===== config.mk =====
export PLATFORM = sky130hd
export DESIGN_NAME = multicycle_control
export DESIGN_NICKNAME = d
export VERILOG_FILES = /design/src/rtl/multicycle_control.sv
export SDC_FILE = /design/constraint.sdc
export NUM_CORES = 1
export LEC_CHECK = 0
export ABC_AREA = 1
export CORE_ASPECT_RATIO = 1.75
export CORE_MARGIN = 10
export CORE_UTILIZATION = 25
export CTS_CLUSTER_DIAMETER = 200
export DETAILED_ROUTE_END_ITERATION = 16
export PLACE_DENSITY = 0.54
export SKIP_LAST_GASP = 1
export SYNTH_ARGS = -nofsm -noshare
export SYNTH_HDL_FRONTEND = slang
export SYNTH_SLANG_ARGS = --single-unit

===== constraint.sdc =====
create_clock -name clk -period 3.5 [get_ports clk]
set_input_delay 0.7 -clock clk [delete_from_list [all_inputs] [get_ports clk]]
set_output_delay 0.7 -clock clk [all_outputs]
set_load 0.01 [all_outputs]

===== src/rtl/multicycle_control.sv =====
// Multicycle control unit for the MIPS-subset datapath.
// Sequences FETCH/DECODE/EXEC/MEM/WB as a Moore FSM. It also handles memory
// wait handshaking with a timeout, traps illegal instructions and counts
// retired instructions.
// Ports:
//   clk, rst_n               clock, async active-low reset
//   opcode, funct            IR fields (opcode is valid from DECODE onward)
//   mem_ready, alu_zero      memory completion, ALU zero flag
//   pc_write..reg_write      datapath control strobes/selects
//   state                    current FSM state encoding
//   trap_illegal/timeout     sticky trap causes
//   retired                  completed-instruction counter (wraps)
module multicycle_control #(
    parameter int unsigned TIMEOUT_CYCLES = 15,
    parameter int unsigned CNT_W          = 4,
    parameter int unsigned RET_W          = 32,
    parameter bit          ENABLE_MEM     = 1'b1
) (
    input  logic             clk,
    input  logic             rst_n,
    input  logic [5:0]       opcode,
    input  logic [5:0]       funct,
    input  logic             mem_ready,
    input  logic             alu_zero,
    output logic             pc_write,
    output logic [1:0]       pc_src,
    output logic             ir_write,
    output logic             i_or_d,
    output logic             mem_read,
    output logic             mem_write,
    output logic             alu_src_a,
    output logic [1:0]       alu_src_b,
    output logic             zero_ext,
    output logic [3:0]       alu_op,
    output logic             reg_dst,
    output logic             mem_to_reg,
    output logic             reg_write,
    output logic [3:0]       state,
    output logic             trap_illegal,
    output logic             trap_timeout,
    output logic [RET_W-1:0] retired
);

    typedef enum logic [3:0] {
        IDLE = 4'd0, FETCH = 4'd1, DECODE = 4'd2, EXEC_R = 4'd3,
        EXEC_I = 4'd4, MEM_ADDR = 4'd5, MEM_RD = 4'd6, MEM_WR = 4'd7,
        WB_R = 4'd8, WB_I = 4'd9, WB_MEM = 4'd10, BRANCH = 4'd11,
        JUMP = 4'd12, TRAP = 4'd13
    } ctrlState_t;

    localparam logic [3:0] OP_NOP = 4'd0, OP_ADD = 4'd1, OP_ADDU = 4'd2,
                           OP_SUB = 4'd3, OP_SUBU = 4'd4, OP_AND = 4'd5,
                           OP_OR  = 4'd6, OP_XOR = 4'd7, OP_SLL = 4'd8,
                           OP_SRL = 4'd9, OP_SRA = 4'd10;

    localparam logic [CNT_W-1:0] WAIT_LIMIT = CNT_W'(TIMEOUT_CYCLES - 1);

    ctrlState_t       stateQ, stateNext;
    logic [CNT_W-1:0] waitQ, waitNext;
    logic [RET_W-1:0] retiredQ;
    logic             trapIllegalQ, trapTimeoutQ;
    logic             retireNow, setTrapIllegal, setTrapTimeout;

    logic [3:0] rAluOp, iAluOp;
    logic       isRType, isImm, isLw, isSw, isBeq, isJ, iZeroExt;

    // Instruction decode; an unlisted funct maps to NOP and marks R-type illegal
    always_comb begin
        rAluOp = OP_NOP;
        unique case (funct)
            6'h20:   rAluOp = OP_ADD;
            6'h21:   rAluOp = OP_ADDU;
            6'h22:   rAluOp = OP_SUB;
            6'h23:   rAluOp = OP_SUBU;
            6'h24:   rAluOp = OP_AND;
            6'h25:   rAluOp = OP_OR;
            6'h26:   rAluOp = OP_XOR;
            6'h00:   rAluOp = OP_SLL;
            6'h02:   rAluOp = OP_SRL;
            6'h03:   rAluOp = OP_SRA;
            default: rAluOp = OP_NOP;
        endcase
        iAluOp   = OP_NOP;
        iZeroExt = 1'b0;
        unique case (opcode)
            6'h08:   iAluOp = OP_ADD;
            6'h09:   iAluOp = OP_ADDU;
            6'h0C:   begin iAluOp = OP_AND; iZeroExt = 1'b1; end
            6'h0D:   begin iAluOp = OP_OR;  iZeroExt = 1'b1; end
            6'h0E:   begin iAluOp = OP_XOR; iZeroExt = 1'b1; end
            default: iAluOp = OP_NOP;
        endcase
        isRType = (opcode == 6'h00) && (rAluOp != OP_NOP);
        isImm   = (iAluOp != OP_NOP);
        isLw    = ENABLE_MEM && (opcode == 6'h23);
        isSw    = ENABLE_MEM && (opcode == 6'h2B);
        isBeq   = (opcode == 6'h04);
        isJ     = (opcode == 6'h02);
    end

    // Next-state, wait counter and state-decoded outputs
    always_comb begin
        stateNext      = stateQ;
        waitNext       = '0;
        retireNow      = 1'b0;
        setTrapIllegal = 1'b0;
        setTrapTimeout = 1'b0;
        pc_write       = 1'b0;
        pc_src         = 2'b00;
        ir_write       = 1'b0;
        i_or_d         = 1'b0;
        mem_read       = 1'b0;
        mem_write      = 1'b0;
        alu_src_a      = 1'b0;
        alu_src_b      = 2'b00;
        zero_ext       = 1'b0;
        alu_op         = OP_NOP;
        reg_dst        = 1'b0;
        mem_to_reg     = 1'b0;
        reg_write      = 1'b0;

        unique case (stateQ)
            IDLE: stateNext = FETCH;
            FETCH: begin
                mem_read  = 1'b1;
                alu_src_b = 2'b01;
                alu_op    = OP_ADD;
                ir_write  = mem_ready;
                pc_write  = mem_ready;
            end
            DECODE: begin
                alu_src_b = 2'b11;
                alu_op    = OP_ADD;
                if (isRType)           stateNext = EXEC_R;
                else if (isImm)        stateNext = EXEC_I;
                else if (isLw || isSw) stateNext = MEM_ADDR;
                else if (isBeq)        stateNext = BRANCH;
                else if (isJ)          stateNext = JUMP;
                else begin
                    stateNext      = TRAP;
                    setTrapIllegal = 1'b1;
                end
            end
            EXEC_R: begin
                alu_src_a = 1'b1;
                alu_op    = rAluOp;
                stateNext = WB_R;
            end
            EXEC_I: begin
                alu_src_a = 1'b1;
                alu_src_b = 2'b10;
                alu_op    = iAluOp;
                zero_ext  = iZeroExt;
                stateNext = WB_I;
            end
            MEM_ADDR: begin
                alu_src_a = 1'b1;
                alu_src_b = 2'b10;
                alu_op    = OP_ADD;
                stateNext = isLw ? MEM_RD : MEM_WR;
            end
            MEM_RD: begin
                mem_read = 1'b1;
                i_or_d   = 1'b1;
            end
            MEM_WR: begin
                mem_write = 1'b1;
                i_or_d    = 1'b1;
            end
            WB_R: begin
                reg_write = 1'b1;
                reg_dst   = 1'b1;
                retireNow = 1'b1;
                stateNext = FETCH;
            end
            WB_I: begin
                reg_write = 1'b1;
                retireNow = 1'b1;
                stateNext = FETCH;
            end
            WB_MEM: begin
                reg_write  = 1'b1;
                mem_to_reg = 1'b1;
                retireNow  = 1'b1;
                stateNext  = FETCH;
            end
            BRANCH: begin
                alu_src_a = 1'b1;
                alu_op    = OP_SUB;
                pc_src    = 2'b01;
                pc_write  = alu_zero;
                retireNow = 1'b1;
                stateNext = FETCH;
            end
            JUMP: begin
                pc_write  = 1'b1;
                pc_src    = 2'b10;
                retireNow = 1'b1;
                stateNext = FETCH;
            end
            TRAP: stateNext = TRAP;
            default: stateNext = IDLE;
        endcase

        // Shared memory-wait handling; ready always wins over the limit
        if (stateQ == FETCH || stateQ == MEM_RD || stateQ == MEM_WR) begin
            if (mem_ready) begin
                unique case (stateQ)
                    FETCH:   stateNext = DECODE;
                    MEM_RD:  stateNext = WB_MEM;
                    default: begin
                        stateNext = FETCH;
                        retireNow = 1'b1;
                    end
                endcase
            end else if (waitQ == WAIT_LIMIT) begin
                stateNext      = TRAP;
                setTrapTimeout = 1'b1;
            end else begin
                waitNext = waitQ + CNT_W'(1);
            end
        end
    end

    // State, counters and sticky trap flags
    always_ff @(posedge clk or negedge rst_n) begin
        if (!rst_n) begin
            stateQ       <= IDLE;
            waitQ        <= '0;
            retiredQ     <= '0;
            trapIllegalQ <= 1'b0;
            trapTimeoutQ <= 1'b0;
        end else begin
            stateQ <= stateNext;
            waitQ  <= waitNext;
            if (retireNow)      retiredQ     <= retiredQ + RET_W'(1);
            if (setTrapIllegal) trapIllegalQ <= 1'b1;
            if (setTrapTimeout) trapTimeoutQ <= 1'b1;
        end
    end

    assign state        = stateQ;
    assign retired      = retiredQ;
    assign trap_illegal = trapIllegalQ;
    assign trap_timeout = trapTimeoutQ;

endmodule


# Word level (Yosys, flattened, before mapping)

Index checks and enable logic that the tools add are counted.
W data, S select, Z words.

Register bits after elaboration: 42
Input port bits: 16
Output and inout port bits: 56
Logic and storage cells: 101

Add/subtract/negate cells: 2
Equal/unequal tests: 32
Muxes and demuxes: 43
Reductions and logical operators: 19

Operators by type and width:

| operator                | count |
|---|---|
| $eq A6 B6 Y1 const B    | 9 |
| $pmux W4 S10            | 1 |
| $mux W4                 | 9 |
| $add A32 B1 Y32 const B | 1 |
| $eq A6 B4 Y1 const B    | 5 |
| $eq A4 B4 Y1 const B    | 7 |
| $pmux W4 S7             | 1 |
| $mux W1                 | 25 |
| $eq A6 B2 Y1 const B    | 3 |
| $eq A4 B3 Y1 const B    | 4 |
| $pmux W4 S4             | 1 |
| $pmux W3 S5             | 1 |
| $logic_not A6 Y1        | 2 |
| $reduce_or A3 Y1        | 4 |
| $eq A4 B2 Y1 const B    | 2 |
| $pmux W4 S2             | 1 |
| $reduce_bool A4 Y1      | 2 |
| $eq A6 B3 Y1 const B    | 1 |
| $pmux W2 S3             | 1 |
| $reduce_or A2 Y1        | 3 |
| $reduce_or A6 Y1        | 1 |
| $reduce_or A5 Y1        | 1 |
| $add A4 B1 Y4 const B   | 1 |
| $eq A4 B1 Y1 const B    | 1 |
| other kinds (7)         | 9 |

# Depth between registers and ports, before layout

Depth after elaboration: 10
Depth in mapped cells: 10

# Least setup slack after synthesis

OpenSTA, ideal clock, no wires.

Kind: in2out
Start: in funct[3]
End: out alu_op[0]
Data arrival time: 1.422 ns
Path slack: 1.378 ns
Cell stages on the path: 7
Buffers on the path: 0
Cell sequence: nor2_1 > inv_1 > nor3_1 > a21oi_1 > a21oi_1 > nand2_1 > nand3_1

Longest elaborated chain between the ends: 3

Ends and longest elaborated chain:

| item                                       | line | text |
|---|---|---|
| start: declaration                         | 22   | `input logic [5:0] funct,` |
| $eq A6 B2 Y1, or another cell as far along | 70   | `unique case (funct)` |
| $pmux W4 S10 *                             | 70   |  |
| $pmux W4 S4 *                              | 122  | `unique case (stateQ)` |
| end: declaration                           | 34   | `output logic [3:0] alu_op,` |

Every way passes the cells marked *; elsewhere a longest branch is shown, timed or not.

# Worst setup path after layout

Same ends and word-level chain as after synthesis.

==> impl_metrics.tcl <==
set metrics [dict create \
    status "finished clean" \
    fin_tns_setup_ps 0 \
    clockBufferDepth 2 \
    drive_gt1_share_pct 4.04 \
    cts.htree.levels 2 \
    critPathTopFamily "buffers and inverters" \
    n_antenna_cell 0 \
    grt_pass1_vias 3351 \
    cp.required_ps 2800 \
    nNetsFinal 563 \
    regToRegSetupSlack_ps 1600 \
    synth_area_sq_um 3010 \
    timing.slew.headroom_pct 34.4 \
    synth_top_family_by_area "simple AND/OR/NAND/NOR gates" \
    area_growth_syn_to_layout_pct 32.4 \
    hold_buffers 0 \
    clock-skew-final_ps 6.04 \
    grt_max_degree 43 \
    die_y_um 165 \
    syn_area_per_cell_sq_um 6.40 \
    fillers 1339 \
    gp_congestion 0.887 \
    synth-main-ff-cell "dfrtp_1" \
    start_util_pct 25.2 \
    synth_cell_types 33 \
    maxCapViolCount 0 \
    p_leak_nw 1.77 \
    timing.rr.end "retired[16]" \
    path_depth 9 \
    drv_slew 0 \
    synthMuxAreaShare_pct 0 \
    syn_inst 470 \
    synth_seq_cells 42 \
    portBuffers 71 \
    grt_overflow 0 \
    clock_sinks 42 \
    cts_resized 0 \
    ir_worst_vdd_v 0.000203 \
    hpwl_mm 8.02 \
    antenna_found_initial 0 \
    post-cts-setup-buffer-count 0 \
    dieWidth_um 103 \
    worst_pin_slew_ps 984 \
    drt-total-wl_mm 9.96 \
    drtIter0Drc 132 \
    clk_latency_ps 280 \
    yosysSeqAreaShare_pct 34.9 \
    num_io_pins 72 \
    cts_buffers 5 \
    yosys_warnings 0 \
    grt_use_total_pct 11.9 \
    p_total_w 0.00209 \
    vias 3190 \
    synth-xor-area-share_pct 4.95 \
    synth_nets 489 \
    utilization_pct 33.4 \
    synth-edff-count 0 \
    stdcell_area_sq_um 3990 \
    viasPerCell 4.68 \
    endpoint "alu_op[0]" \
    path_buf_inv 3 \
    cp_slowest_stage_delay_ps 540 \
    cp-start-kind "input pin" \
    rsz0062_at_grt "no" \
    final-hold-violation-count 0 \
    critPathSlowestCell "clkdlybuf4s50_1" \
    firstDrtPassIters 4 \
    async_flop_share_pct 100 \
    worstPathArrival_ps 2570 \
    finalCritPeriodShare_pct 93.4 \
    finalSetupViolations 0 \
    placed_cell_area_sq_um 3850 \
    ant_nets 0 \
    synthAdderAreaFrac_pct 1.25 \
    setup.worst_path.class "input pin to output pin" \
    critPathMaxFanout 4 \
    period_minus_slack_ps 3270 \
    reg2reg_from "retired[0]" \
    p_per_area_nw_per_um2 525 \
    fmax_mhz 306 \
    yosys.area_share.simple_pct 45.1 \
    hold_path_class "flip-flop to flip-flop" \
    cts_root_buf "clkbuf_16" \
    reg2regPathDepth 6 \
    wire_per_inst_um 14.6 \
    crit_chain "clkdlybuf4s50_1 > nor2_1 > inv_1 > nor3_1 > a21oi_1 > a21oi_1 > nand2_1 > nand3_1 > clkdlybuf4s50_1" \
    clk_pin_slew_ps 60 \
    synth_compound_area_share_pct 5.74 \
    coreArea_sq_um 11900 \
    num_rows 53 \
    drcViolationCount 0 \
    cp-end-kind "output pin" \
    grt_first_pass_wirelength_mm 16.0 \
    cp-startpoint "funct[3]" \
    tritoncts "done" \
    dieArea_sq_um 17000 \
]
==> flip-flops by register name, indices dropped and copies added, names as in the netlist <==
name and count:
retired 32, state 4, waitQ 4, trap_illegal 1, trap_timeout 1
==> layout by cell type, fill, tap and decap left out, types with 3 or more instances in the layout <==
cell / netlist / layout
nand4_1: 7 / 7
o211ai_1: 3 / 3
dfrtp_1: 42 / 42
nand2_1: 176 / 176
a21oi_1: 6 / 6
ha_1: 3 / 3
nor3_1: 19 / 19
inv_1: 51 / 51
o21ai_0: 8 / 8
nor2_1: 71 / 71
nand2_2: 6 / 6
xnor2_1: 4 / 4
xor2_1: 13 / 13
clkbuf_16: 0 / 5
nand3b_1: 5 / 5
o21ai_1: 8 / 8
inv_2: 3 / 3
clkdlybuf4s50_1: 0 / 70
nand3_1: 27 / 27
==> metal layers <==
metal	track usage [%]	vias to the layer above	wire length [um]
met3	3.58	21	816
met1	11.6	1436	3780
met2	21.7	109	4920
met4	6.29	0	446
met5	0	-	0
li1	-	1624	-
==> power breakdown <==
part	switching, W	internal, W	total (W)
Sequential	0.000119	0.000563	0.000682
Clock	0.000180	0.000261	0.000441
Combinational	0.000568	0.000403	0.000971
==> worst min-delay path by stage <==
stage / slack [ps] / cells past startpoint / end / from
after floorplan: 400 / 0 / retired[0] / rst_n
after global placement: 460 / 1 / trap_timeout / trap_timeout
after detailed placement: 460 / 1 / trap_timeout / trap_timeout
after CTS: 480 / 1 / trap_timeout / trap_timeout
after global routing: 520 / 1 / trap_timeout / trap_timeout
final: 470 / 1 / trap_timeout / trap_timeout
==> worst register-to-register path, delay by kind of cell (launching register included) <==
kind	cells	cell delay [ps]
AND/OR/NAND/NOR	3	730
AO/OA/AOI/OAI	1	140
XOR/XNOR	1	160
adder cells (fa/ha/maj)	1	290
flip-flops	1	490
==> Yosys cell counts, types with 3 or more instances <==
library cell,number,area [sq um]
a21oi_1,6,30.0
buf_4,3,22.5
dfrtp_1,42,1050
ha_1,3,37.5
inv_1,51,191
inv_2,3,11.3
nand2_1,176,661
nand2_2,6,37.5
nand3_1,27,135
nand3b_1,5,37.5
nand4_1,7,43.8
nor2_1,71,267
nor3_1,19,95.1
o211ai_1,3,22.5
o21ai_0,8,40.0
o21ai_1,8,40.0
xnor2_1,4,35.0
xor2_1,13,114
==> per-stage QoR <==
step | hold slack, ps | worst slack, ps | std cells
after floorplan | 404 | 1380 | 470
after global placement | 462 | 306 | 674
after detailed placement | 464 | 238 | 674
after CTS | 481 | 241 | 681
after global routing | 524 | 56.4 | 681
final | 474 | 232 | 681
==> final cells by class <==
class / instances / area (sq um) / share of cell area [%]
Clock buffer: 7 / 133 / 3.33
Inverter: 55 / 209 / 5.24
Multi-Input combinational cell: 369 / 1720 / 43.0
Sequential cell: 42 / 1050 / 26.4
Tap cell: 137 / 171 / 4.30
Timing Repair Buffer: 71 / 706 / 17.7
==> cells by family (layout without fill, tap and decap cells) <==
| logic type | count (synthesis) | after routing |
|---|---|---|
| compound gates | 30 | 30 |
| xor+xnor | 17 | 17 |
| fa+ha+maj | 3 | 3 |
| buf+inv | 59 | 133 |
| flops | 42 | 42 |
| simple gates | 319 | 319 |
Power figures use the tool's default switching activity.
